<file path="src/rtl/uart_tx_arb.sv">
// ---------------------------------------------------------------------------
// uart_tx_arb
//
// Packet-granular round-robin arbiter in front of the UART transmit FIFO
// write port. Two byte-stream requesters share the FIFO. Once a requester is
// granted, it writes its whole packet of len bytes before the other one can
// start. The transmitter drains the FIFO on its own read side
// (tf_empty/tf_rdreq), which this block does not see.
//
// Parameters:
//   TMO     stall timeout in uart_clk cycles while a granted packet makes no
//           progress (valid low or FIFO full); legal range 2..1023
//   TW      width of the stall counter; must be able to hold TMO
//
// Ports:
//   uart_clk        sole clock (also the transmitter/FIFO write clock)
//   rst_n           asynchronous active-low reset
//   req0/req1       packet request levels, only looked at while idle
//   len0/len1       packet byte counts, captured with the grant (0 = empty)
//   valid0/valid1   a byte is presented on data0/data1
//   data0/data1     byte to write
//   gnt0/gnt1       registered grant, high for the whole packet
//   ack0/ack1       combinational, byte taken this cycle
//   done0/done1     registered one-cycle pulse at packet end
//   err             registered one-cycle pulse when a packet times out
//   tf_full         TX FIFO full
//   tf_wrreq        combinational FIFO write strobe
//   tf_wdata        combinational FIFO write data
// ---------------------------------------------------------------------------
module uart_tx_arb #(
  parameter int unsigned TMO = 1023,
  parameter int unsigned TW  = 10
) (
  input  logic       uart_clk,
  input  logic       rst_n,
  input  logic       req0,
  input  logic       req1,
  input  logic [7:0] len0,
  input  logic [7:0] len1,
  input  logic       valid0,
  input  logic       valid1,
  input  logic [7:0] data0,
  input  logic [7:0] data1,
  output logic       gnt0,
  output logic       gnt1,
  output logic       ack0,
  output logic       ack1,
  output logic       done0,
  output logic       done1,
  output logic       err,
  input  logic       tf_full,
  output logic       tf_wrreq,
  output logic [7:0] tf_wdata
);

  typedef enum logic [1:0] {
    IDLE = 2'd0,
    XFER = 2'd1,
    DONE = 2'd2
  } state_t;

  // Stall-counter value on which the last tolerated idle cycle ends.
  localparam logic [TW-1:0] TCNT_LAST = TW'(TMO - 1);

  state_t        state, state_n;
  logic          sel, sel_n;
  logic          last, last_n;
  logic [7:0]    rem, rem_n;
  logic [TW-1:0] tcnt, tcnt_n;
  logic          gnt0_n, gnt1_n;
  logic          done0_n, done1_n;
  logic          err_n;

  logic          valid_sel;
  logic [7:0]    data_sel;
  logic          accept;
  logic          pick;
  logic [7:0]    len_sel;

  // Data path of whichever requester currently owns the FIFO.
  assign valid_sel = sel ? valid1 : valid0;
  assign data_sel  = sel ? data1  : data0;
  assign accept    = valid_sel & ~tf_full;

  // State and bookkeeping registers. last starts at 1 so requester 0 wins
  // the very first contention. A reset mid-packet simply drops the packet;
  // no done or err pulse is generated for it.
  always_ff @(posedge uart_clk or negedge rst_n) begin
    if (!rst_n) begin
      state <= IDLE;
      sel   <= 1'b0;
      last  <= 1'b1;
      rem   <= 8'd0;
      tcnt  <= '0;
      gnt0  <= 1'b0;
      gnt1  <= 1'b0;
      done0 <= 1'b0;
      done1 <= 1'b0;
      err   <= 1'b0;
    end else begin
      state <= state_n;
      sel   <= sel_n;
      last  <= last_n;
      rem   <= rem_n;
      tcnt  <= tcnt_n;
      gnt0  <= gnt0_n;
      gnt1  <= gnt1_n;
      done0 <= done0_n;
      done1 <= done1_n;
      err   <= err_n;
    end
  end

  // Next-state and output logic.
  // IDLE picks a requester (alternating under contention) and captures its
  // length; an empty packet skips straight to DONE so it still gets a done
  // pulse. XFER moves one byte per cycle whenever the owner has data and the
  // FIFO has room; any cycle without progress advances the stall counter,
  // and reaching the timeout abandons the packet with an err pulse. DONE is
  // a single cycle that drops the grant, pulses done and records the owner
  // for round-robin purposes, whether the packet finished, aborted or was
  // empty.
  always_comb begin
    state_n  = state;
    sel_n    = sel;
    last_n   = last;
    rem_n    = rem;
    tcnt_n   = tcnt;
    gnt0_n   = gnt0;
    gnt1_n   = gnt1;
    done0_n  = 1'b0;
    done1_n  = 1'b0;
    err_n    = 1'b0;
    tf_wrreq = 1'b0;
    tf_wdata = 8'd0;
    ack0     = 1'b0;
    ack1     = 1'b0;
    pick     = 1'b0;
    len_sel  = 8'd0;

    case (state)
      IDLE: begin
        if (req0 | req1) begin
          // Under contention the requester that did not go last wins.
          pick    = (req0 & req1) ? ~last : req1;
          len_sel = pick ? len1 : len0;
          sel_n   = pick;
          rem_n   = len_sel;
          tcnt_n  = '0;
          gnt0_n  = ~pick;
          gnt1_n  = pick;
          state_n = (len_sel != 8'd0) ? XFER : DONE;
        end
      end

      XFER: begin
        tf_wrreq = accept;
        tf_wdata = data_sel;
        ack0     = accept & ~sel;
        ack1     = accept & sel;
        if (accept) begin
          rem_n  = rem - 8'd1;
          tcnt_n = '0;
          if (rem == 8'd1) begin
            state_n = DONE;
          end
        end else begin
          tcnt_n = tcnt + 1'b1;
          if (tcnt == TCNT_LAST) begin
            state_n = DONE;
            err_n   = 1'b1;
          end
        end
      end

      DONE: begin
        gnt0_n  = 1'b0;
        gnt1_n  = 1'b0;
        done0_n = ~sel;
        done1_n = sel;
        last_n  = sel;
        state_n = IDLE;
      end

      default: begin
        state_n = IDLE;
      end
    endcase
  end

endmodule

</file>
<file path="config.mk">
export PLATFORM = sky130hd
export DESIGN_NAME = uart_tx_arb
export DESIGN_NICKNAME = d
export VERILOG_FILES = /design/src/rtl/uart_tx_arb.sv
export SDC_FILE = /design/constraint.sdc
export NUM_CORES = 1
export LEC_CHECK = 0
export BUFFER_PORTS_ARGS = -buffer_cell sky130_fd_sc_hd__buf_2
export CAP_MARGIN = 0
export CORE_ASPECT_RATIO = 1.75
export CORE_UTILIZATION = 55
export CTS_CLUSTER_DIAMETER = 100
export DETAILED_ROUTE_END_ITERATION = 16
export PLACE_DENSITY = 0.95
export SKIP_LAST_GASP = 1
export SYNTH_ARGS = -nofsm -noshare
export SYNTH_HDL_FRONTEND = slang
export SYNTH_SLANG_ARGS = --single-unit
</file>
<file path="constraint.sdc">
create_clock -name uart_clk -period 5.2 [get_ports uart_clk]
set_clock_uncertainty 0.15 [all_clocks]
set_input_delay 0 -clock uart_clk [delete_from_list [all_inputs] [get_ports uart_clk]]
set_output_delay 0 -clock uart_clk [all_outputs]
set_load 0.01 [all_outputs]
</file>
### After elaboration in Yosys (flattened, before gate mapping)

Cells that the tools add are included.

* reductions and logical operators: 9
* add/sub/neg operators: 2
* mux-type cells: 29
* equality and inequality tests: 8
* bitwise operators: 9

Operator list (number)
* 2-to-1 mux 8 bit: 5
* 2-to-1 mux 10 bit: 2
* one-hot mux 10 bit (2 select lines): 1
* one-hot mux 8 bit (2 select lines): 1
* 2-to-1 mux 1 bit: 12
* adder 10 x 1 -> 10 bit (second input constant): 1
* == test 10 bit (second input constant): 1
* 2-to-1 mux 2 bit: 5
* == test 8 x 1 -> 1 bit (second input constant): 1
* nonzero test 8 bit: 1
* subtractor 8 x 1 -> 8 bit (second input constant): 1
* inequality test 3 bit (second input constant): 2
* AND reduction 2 bit: 3
* AND reduction 3 bit: 2
* bitwise AND 1 bit: 4
* inequality test 2 bit (second input constant): 2
* NOT 1 bit: 4
* one-hot mux 1 bit (2 select lines): 2
* one-hot mux 2 bit (2 select lines): 1
* nonzero test 2 bit: 2
* == test 2 x 1 -> 1 bit (second input constant): 1
* == test 2 bit (second input constant): 1
* zero test 2 bit: 1
* bitwise OR 1 bit: 1

* output and inout port bits: 16
* register bits: 27
* word-level logic and storage cells: 67

### Depth between registers and ports, before layout

Gate-level depths: netlist of run 1.

* depth after elaboration: 7
* gate-level depth with buffers: 7
* mapped depth without buffers: 6

### Worst setup path before layout of run 1

No wires, ideal clock.

* kind: flip-flop to flip-flop
* start point: reg rem[0]
* end point: reg rem[6]
* setup slack: 3.283 ns
* stages on the path, launching flop included: 6
* buffers on the path: 0
* data arrival time: 1.639 ns
* period minus slack after synthesis: 1.917 ns
* cell sequence: dfrtp_1 > inv_1 > ha_1 > or4b_2 > o32ai_1 > a21oi_1

* word-level cells in the longest chain between the ends: 3

Ends and longest elaborated chain
* start: declaration: line 68 `logic [7:0] rem, rem_n;`
* start signal: assignment: line 104 `rem <= rem_n;`
* subtractor 8 x 1 -> 8 bit: line 162 `rem_n = rem - 8'd1;`
* 2-to-1 mux 8 bit: line 161 `if (accept) begin`
* one-hot mux 8 bit (2 select lines): line 141 `case (state)`

Every way passes these cells. The select of a mux whose other input is x is not followed.
A chain may end at the register's enable or synchronous reset.

### Worst setup path after layout of run 1

* start point: reg state[0]
* end point: reg tcnt[7]

* word-level cells in the longest chain between the ends: 3
* elaborated cells on any way between the ends: 6

Ends and longest elaborated chain
* start: declaration: line 65 `state_t state, state_n;`
* start signal: assignment: line 101 `state <= state_n;`
* == test 2 x 1 -> 1 bit or zero test 2 bit (tied branches): line 141
* nonzero test 2 bit (no source line) or inequality test 2 bit (tied branches)
* AND reduction 2 bit (no source line)
* end signal: assignment: line 105 `tcnt <= tcnt_n;`
* end: declaration: line 69 `logic [TW-1:0] tcnt, tcnt_n;`

Several ways; a longest one is shown, not always the timed one.

==> results.txt, run 1 <==
Port Buf Inserts: 54
Synth top area cells: dfrtp_1, nand2_1, mux2i_1, a21oi_1, nor2_1
Ant diodes: 0
Initial antenna violation count: 0
WS Path Type: flop to flop
DP Cell Count: 289
Cell variety after synth: 49
Setup bufs post-CTS: 0
DR WL/cell: 15.2 um
Cells after synthesis: 203
Total CTS buffers: 3
Synth Register Bits: 27
Syn Nets: 246
GRT Total Usage: 29.1%
Hold WS: -0.00171 ns
Row count: 26
Min Tclk post-route: 2.51 ns
Vias in the first global route: 1747
IO Count: 55
Place WS: 2.74 ns
Max-cap viol count: 0
Synthesized area: 1760 um2
Non-filler instance count after layout: 302
Worst Min Path Start: req0
Relative slew slack: 27.4%
Largest net degree at the start of global routing: 28
Global-route wire length before repair: 7650 um
Setup TNS: 0 ns
Clk slew on worst S/H paths: 0.09 ns
Synth Flop Type: dfrtp_1
Worst EP required: 5.27 ns
Core box area: 2990 um2
Area growth syn-to-layout: 23.2%
CP Capture Type: flop
Post-route DRC: 0
Hold Path Sink: gnt1
Final WL: 4580 um
Layout filler cell count: 245
Part of the cycle the worst path needs: 48.3%
Critical Path Start Type: flop
Fin util: 72.4%
Mapped Avg Cell Area: 8.67 um2
DRT antenna net count: 0
R2R cell count: 4
Via-per-instance ratio: 5.96
DRT Pass-1 Iters: 4
TritonCTS clock tree: done
Iteration-0 DRC Markers: 107
Post-synthesis sequential area ratio: 38.5%
Nets@finish: 304
Reg-to-reg startpoint: state[0]
Final setup violation count: 0
Die height: 76.8 um
Max frequency: 398 MHz
Die width: 44.8 um
Vias: 1801
Sink Count: 27
Least-Margin Pin Slew: 1.09 ns
Post-route worst setup slack: 2.69 ns
Number of synthesized flops with an enable pin: 0
Detailed Place HPWL: 3300 um
Slew Viols, Final: 0
Full die area: 3440 um2
GPL Wtd Cong: 0.922
FFs w/ async S/R, synth: 100%
Cell area power density: 470 nW/um2
Max H-tree Level: 1
Failing checks: hold timing
Cell count of the worst hold path: 4
Reg2Reg Setup Slack: 2.69 ns
Worst EP arrival: 2.58 ns
Synth warn: 0
VDD IR max: 0.278 mV
Crit-path max FO: 18
Commonest cells in the synthesized netlist: dfrtp_1, nand2_1, nor2_1
Maximum root-to-sink buffer count: 2
Final hold vios: 1
Reg2Reg Capture Point: tcnt[7]
RSZ-0062 raised after global routing: no
Status: finished with violations
Largest area contributor in the netlist: dfrtp_1
Initial Util: 58.8%
CTS root buf: clkbuf_8
Leakage: 1.01 nW
GR Overflow Total: 0
Hold WC Path Type: input pin to flop
Share of the synthesized area in the top cell type: 37.0%
Layout cells sized above 1: 26.5%
Worst-skew pair later-pin latency: 0.28 ns
Most common cell in the netlist: dfrtp_1
## power by group
| part | switching (mW) | internal [mW] | total [mW] |
|---|---|---|---|
| clock | 0.0687 | 0.0545 | 0.123 |
| combinational | 0.287 | 0.228 | 0.515 |
| sequential | 0.102 | 0.279 | 0.381 |
## metal layers
metal	global-route usage, %	vias to the layer above	wire length (um)
met5	0	-	0
met4	12.1	0	157
met3	4.47	19	202
met2	49.0	75	2460
met1	35.4	844	1770
li1	-	863	-
## what timing repair did
item / in CTS / in global routing
resized for setup: 0 / 0
hold buffers: 9 / 0
hold endpoints to repair: 32 / 0
## critical path: stages (launching register included)
cell and delay, ns:
dfrtp_1 0.54, nor2b_1 0.90, o21ai_2 0.21, or4_1 0.56
nand3_1 0.09
## sequential cells by signal (all words and copies together) (netlist names)
| name | count |
|---|---|
| gnt0 | 1 |
| done1 | 1 |
| sel | 1 |
| rem | 8 |
| err | 1 |
| done0 | 1 |
| last | 1 |
| tcnt | 10 |
| state | 2 |
| gnt1 | 1 |
## how the worst max path moves through the flow
stage	from	slack, ns	endpoint	depth (start not counted)
detailed placement	state[0]	2.74	tcnt[7]	4
finish	state[0]	2.69	tcnt[7]	4
global route	state[0]	2.47	tcnt[9]	4
global placement	state[0]	2.80	state[1]	4
CTS	state[0]	2.73	tcnt[7]	4
floorplan	rem[0]	3.28	rem[6]	5
## cell type report
type	instances	area [um2]	share of cell area [%]
well taps	42	52.6	2.42
multi-input cells	158	1000	46.1
clock inverters	1	7.51	0.346
repair buffers	63	360	16.6
inverters	8	30.0	1.38
flip-flops and latches	27	677	31.2
clock buffers	3	41.3	1.90
## cell usage in the layout, fill, tap and decap left out, types with 2 or more instances in the layout
cell / count
a21boi_1: 2
a21o_1: 3
a21oi_1: 15
a22o_1: 2
a31oi_1: 3
a32o_1: 2
and3_1: 2
buf_2: 54
clkbuf_8: 3
dfrtp_1: 26
dlygate4sd3_1: 9
ha_1: 4
inv_1: 8
mux2_2: 3
mux2i_1: 8
nand2_1: 24
nand2b_1: 4
nand3_1: 11
nand4_1: 2
nor2_1: 17
nor3_1: 7
nor4_1: 7
o211ai_1: 3
o21ai_0: 12
o21bai_1: 2
o22ai_1: 2
or2_2: 2
or4_1: 3
## kinds of logic after synthesis
family	Yosys count	share of synthesized area [%]
flip-flops	27	38.5
adder cells (fa/ha/maj)	4	2.84
buffers and inverters	18	4.76
AND/OR/NAND/NOR	84	23.4
multiplexers	12	7.75
AO/OA/AOI/OAI	57	22.3
XOR/XNOR	1	0.498
## stage by stage
step                      cell area, um2  hold slack (ns)  power (mW)
after CTS                           2170          0.00168        1.01
after detailed placement            2030           -0.120       0.872
after global routing                2170           0.0361        1.10
after floorplan                     1760           -0.446       0.749
after global placement              2030           -0.124       0.853
final                               2170         -0.00171        1.02
Power figures use the tool's default switching activity.
==> inputs of run 2 (changes only) <==
--- a/config.mk
+++ b/config.mk
@@ -5,13 +5,14 @@
 export SDC_FILE = /design/constraint.sdc
 export NUM_CORES = 1
 export LEC_CHECK = 0
+export ABC_AREA = 1
 export BUFFER_PORTS_ARGS = -buffer_cell sky130_fd_sc_hd__buf_2
 export CAP_MARGIN = 0
 export CORE_ASPECT_RATIO = 1.75
-export CORE_UTILIZATION = 55
+export CORE_UTILIZATION = 47
 export CTS_CLUSTER_DIAMETER = 100
 export DETAILED_ROUTE_END_ITERATION = 16
-export PLACE_DENSITY = 0.95
+export PLACE_DENSITY = 0.89
 export SKIP_LAST_GASP = 1
 export SYNTH_ARGS = -nofsm -noshare
 export SYNTH_HDL_FRONTEND = slang
==> constraint.sdc (replaced) <==
create_clock -name uart_clk -period 2.05 [get_ports uart_clk]
set_clock_uncertainty 0.15 [all_clocks]
set_input_delay 0 -clock uart_clk [delete_from_list [all_inputs] [get_ports uart_clk]]
set_output_delay 0 -clock uart_clk [all_outputs]
set_load 0.01 [all_outputs]
==> run 2 against run 1 <==
The run still ends with hold timing left. Flip-flop and latch count stayed put. Non-clock buffer count shrank 8. Die area grew 22%. First-iteration DRC count is 48% lower. Critical endpoint is now state[1].
==> results.txt, run 2 <==
Detailed Place HPWL: 3430 um
Row count: 29
GR Overflow Total: 0
Final WL: 4400 um
Post-synthesis sequential area ratio: 36.6%
Via-per-instance ratio: 5.14
Vias in the first global route: 1855
Worst EP arrival: 1.80 ns
DRT Pass-1 Iters: 4
DR WL/cell: 11.9 um
Most common cell after layout, fill and taps aside: nand2_1
Area growth syn-to-layout: 18.8%
Crit-path slowest cell: dfrtp_1
Nets@finish: 368
Comb power frac: 53.4%
Sw frac: 48.8%
Failing checks: hold timing
WS Path Type: flop to flop
Setup TNS: 0 ns
Layout cells sized above 1: 22.2%
Final instance area: 2190 um2
R2R cell count: 9
DP Cell Count: 365
Slew Viols, Final: 0
Crit-path max FO: 13
Reg-to-reg startpoint: sel
Max H-tree Level: 1
Cell area power density: 1170 nW/um2
Hold WS: -0.00284 ns
Core box area: 3700 um2
Largest register FFs: 10
Commonest cells in the synthesized netlist: nand2_1, inv_1, nor2_1
Vias: 1900
Largest area contributor in the netlist: dfrtp_1
Critical Path Start Type: flop
Sw Pwr: 1.26 mW
Sequential share of power: 34.5%
Hold Path Sink: sel
Synth Flop Type: dfrtp_1
Least-Margin Pin Slew: 0.619 ns
Cell variety after synth: 29
Post-route DRC: 0
Cell count of the worst hold path: 3
Worst EP required: 2.07 ns
DRT antenna net count: 0
Non-filler instance count after layout: 370
Worst-skew pair later-pin latency: 0.28 ns
VDD IR max: 0.776 mV
Initial antenna violation count: 0
Clock share of power: 12.1%
Share of the synthesized area in the top cell type: 35.2%
Cells after synthesis: 271
Critical path, cell by cell: inv_2 > nand2_1 > nand2_1 > nand2_1 > nand2_2 > inv_2 > nand2_1 > nand3_1 > a21oi_2
Port Buf Inserts: 54
RSZ-0062 raised after global routing: no
GRT Total Usage: 23.1%
Full die area: 4200 um2
Sink Count: 27
IO Count: 55
Max-cap viol count: 0
Most common cell in the netlist: nand2_1
Ant diodes: 0
Worst Min Path Start: req1
Setup bufs post-CTS: 0
Die height: 85.0 um
Final hold vios: 1
Largest net degree at the start of global routing: 28
Synth warn: 0
Total CTS buffers: 3
Relative slew slack: 58.7%
Largest regs: tcnt x10, rem x8, state x2
Min Tclk post-route: 1.79 ns
Status: finished with violations
Reg2Reg Setup Slack: 0.26 ns
GPL Wtd Cong: 0.898
TritonCTS clock tree: done
Most frequent cells in the layout: nand2_1, buf_2, inv_1, nor2_1, dfrtp_1
CTS root buf: clkbuf_8
Initial Util: 49.9%
Die width: 49.4 um
Part of the cycle the worst path needs: 87.1%
Synth top area cells: dfrtp_1, nand2_1, inv_1, nand3_1, nor2_1
Reg2Reg Capture Point: state[1]
Syn Nets: 314
Most used cell along the critical path: nand2_1
FFs w/ async S/R, synth: 100%
Iteration-0 DRC Markers: 56
Hold WC Path Type: input pin to flop
Synth Register Bits: 27
Number of synthesized flops with an enable pin: 0
Max frequency: 560 MHz
CP max stage delay: 0.59 ns
Dpl cell area: 2140 um2
Global-route wire length before repair: 7660 um
Synthesized area: 1850 um2
Maximum root-to-sink buffer count: 2
Clk slew on worst S/H paths: 0.10 ns
P_int: 1.32 mW
Mapped Avg Cell Area: 6.82 um2
Final setup violation count: 0
Top reg by flops: tcnt
Leakage: 1.17 nW
CP Capture Type: flop
run 2: per-layer routing:
| metal | global-route usage (%) | wire [um] |
|---|---|---|
| met1 | 24.4 | 1640 |
| met3 | 1.08 | 113 |
| met4 | 12.5 | 109 |
| met2 | 44.5 | 2530 |
| met5 | 0 | 0 |
run 2: critical path, delay by kind of cell, from the launching register on:
family,cells,cell delay [ns]
flops,1,0.59
simple gates,6,0.58
buf+inv,2,0.31
compound gates,1,0.04
run 2: cell type report:
type                    count  area [um2]
inverters                  37         141
clock buffers               3        41.3
repair buffers             55         280
well taps                  46        57.6
multi-input cells         201         992
fillers                   376        1510
clock inverters             1        5.00
flip-flops and latches     27         677
run 2: what timing repair did:
item | 4_1_cts | 5_1_grt
endpoints found under the hold margin | 27 | 0
resized for setup | 0 | 0
hold buffers | 1 | 0
run 2: power by group through the flow:
stage	Clock [mW]	Combinational, mW	Sequential (mW)
finish	0.312	1.38	0.889
global route	0.336	1.57	0.914
CTS	0.317	1.38	0.882
detailed placement	0	1.37	0.893
global placement	0	1.32	0.887
floorplan	0	1.05	0.857
run 2: cell families after synthesis:
kind of cell,synth area share [%]
AOI/OAI and AO/OA,10.5
xor gates and xnor gates,2.37
adders and majority gates,2.71
buffers and inverters,9.68
DFF,36.6
and+or+nand+nor,38.1
run 2: worst max path at each step:
stage | startpoint | endpoint | slack, ns | cells past startpoint
CTS | sel | state[1] | 0.29 | 9
floorplan | last | state[0] | 0.64 | 9
finish | sel | state[1] | 0.26 | 9
global placement | sel | state[1] | 0.39 | 9
global route | state[1] | ack0 | 0.15 | 6
detailed placement | sel | state[1] | 0.32 | 9
run 2: metrics by stage:
step	setup slack, ns	power, mW	util [%]
global route	0.152	2.82	59.3
CTS	0.293	2.58	59.3
finish	0.265	2.58	59.3
detailed placement	0.319	2.26	57.8
global placement	0.395	2.21	57.8
floorplan	0.636	1.90	-
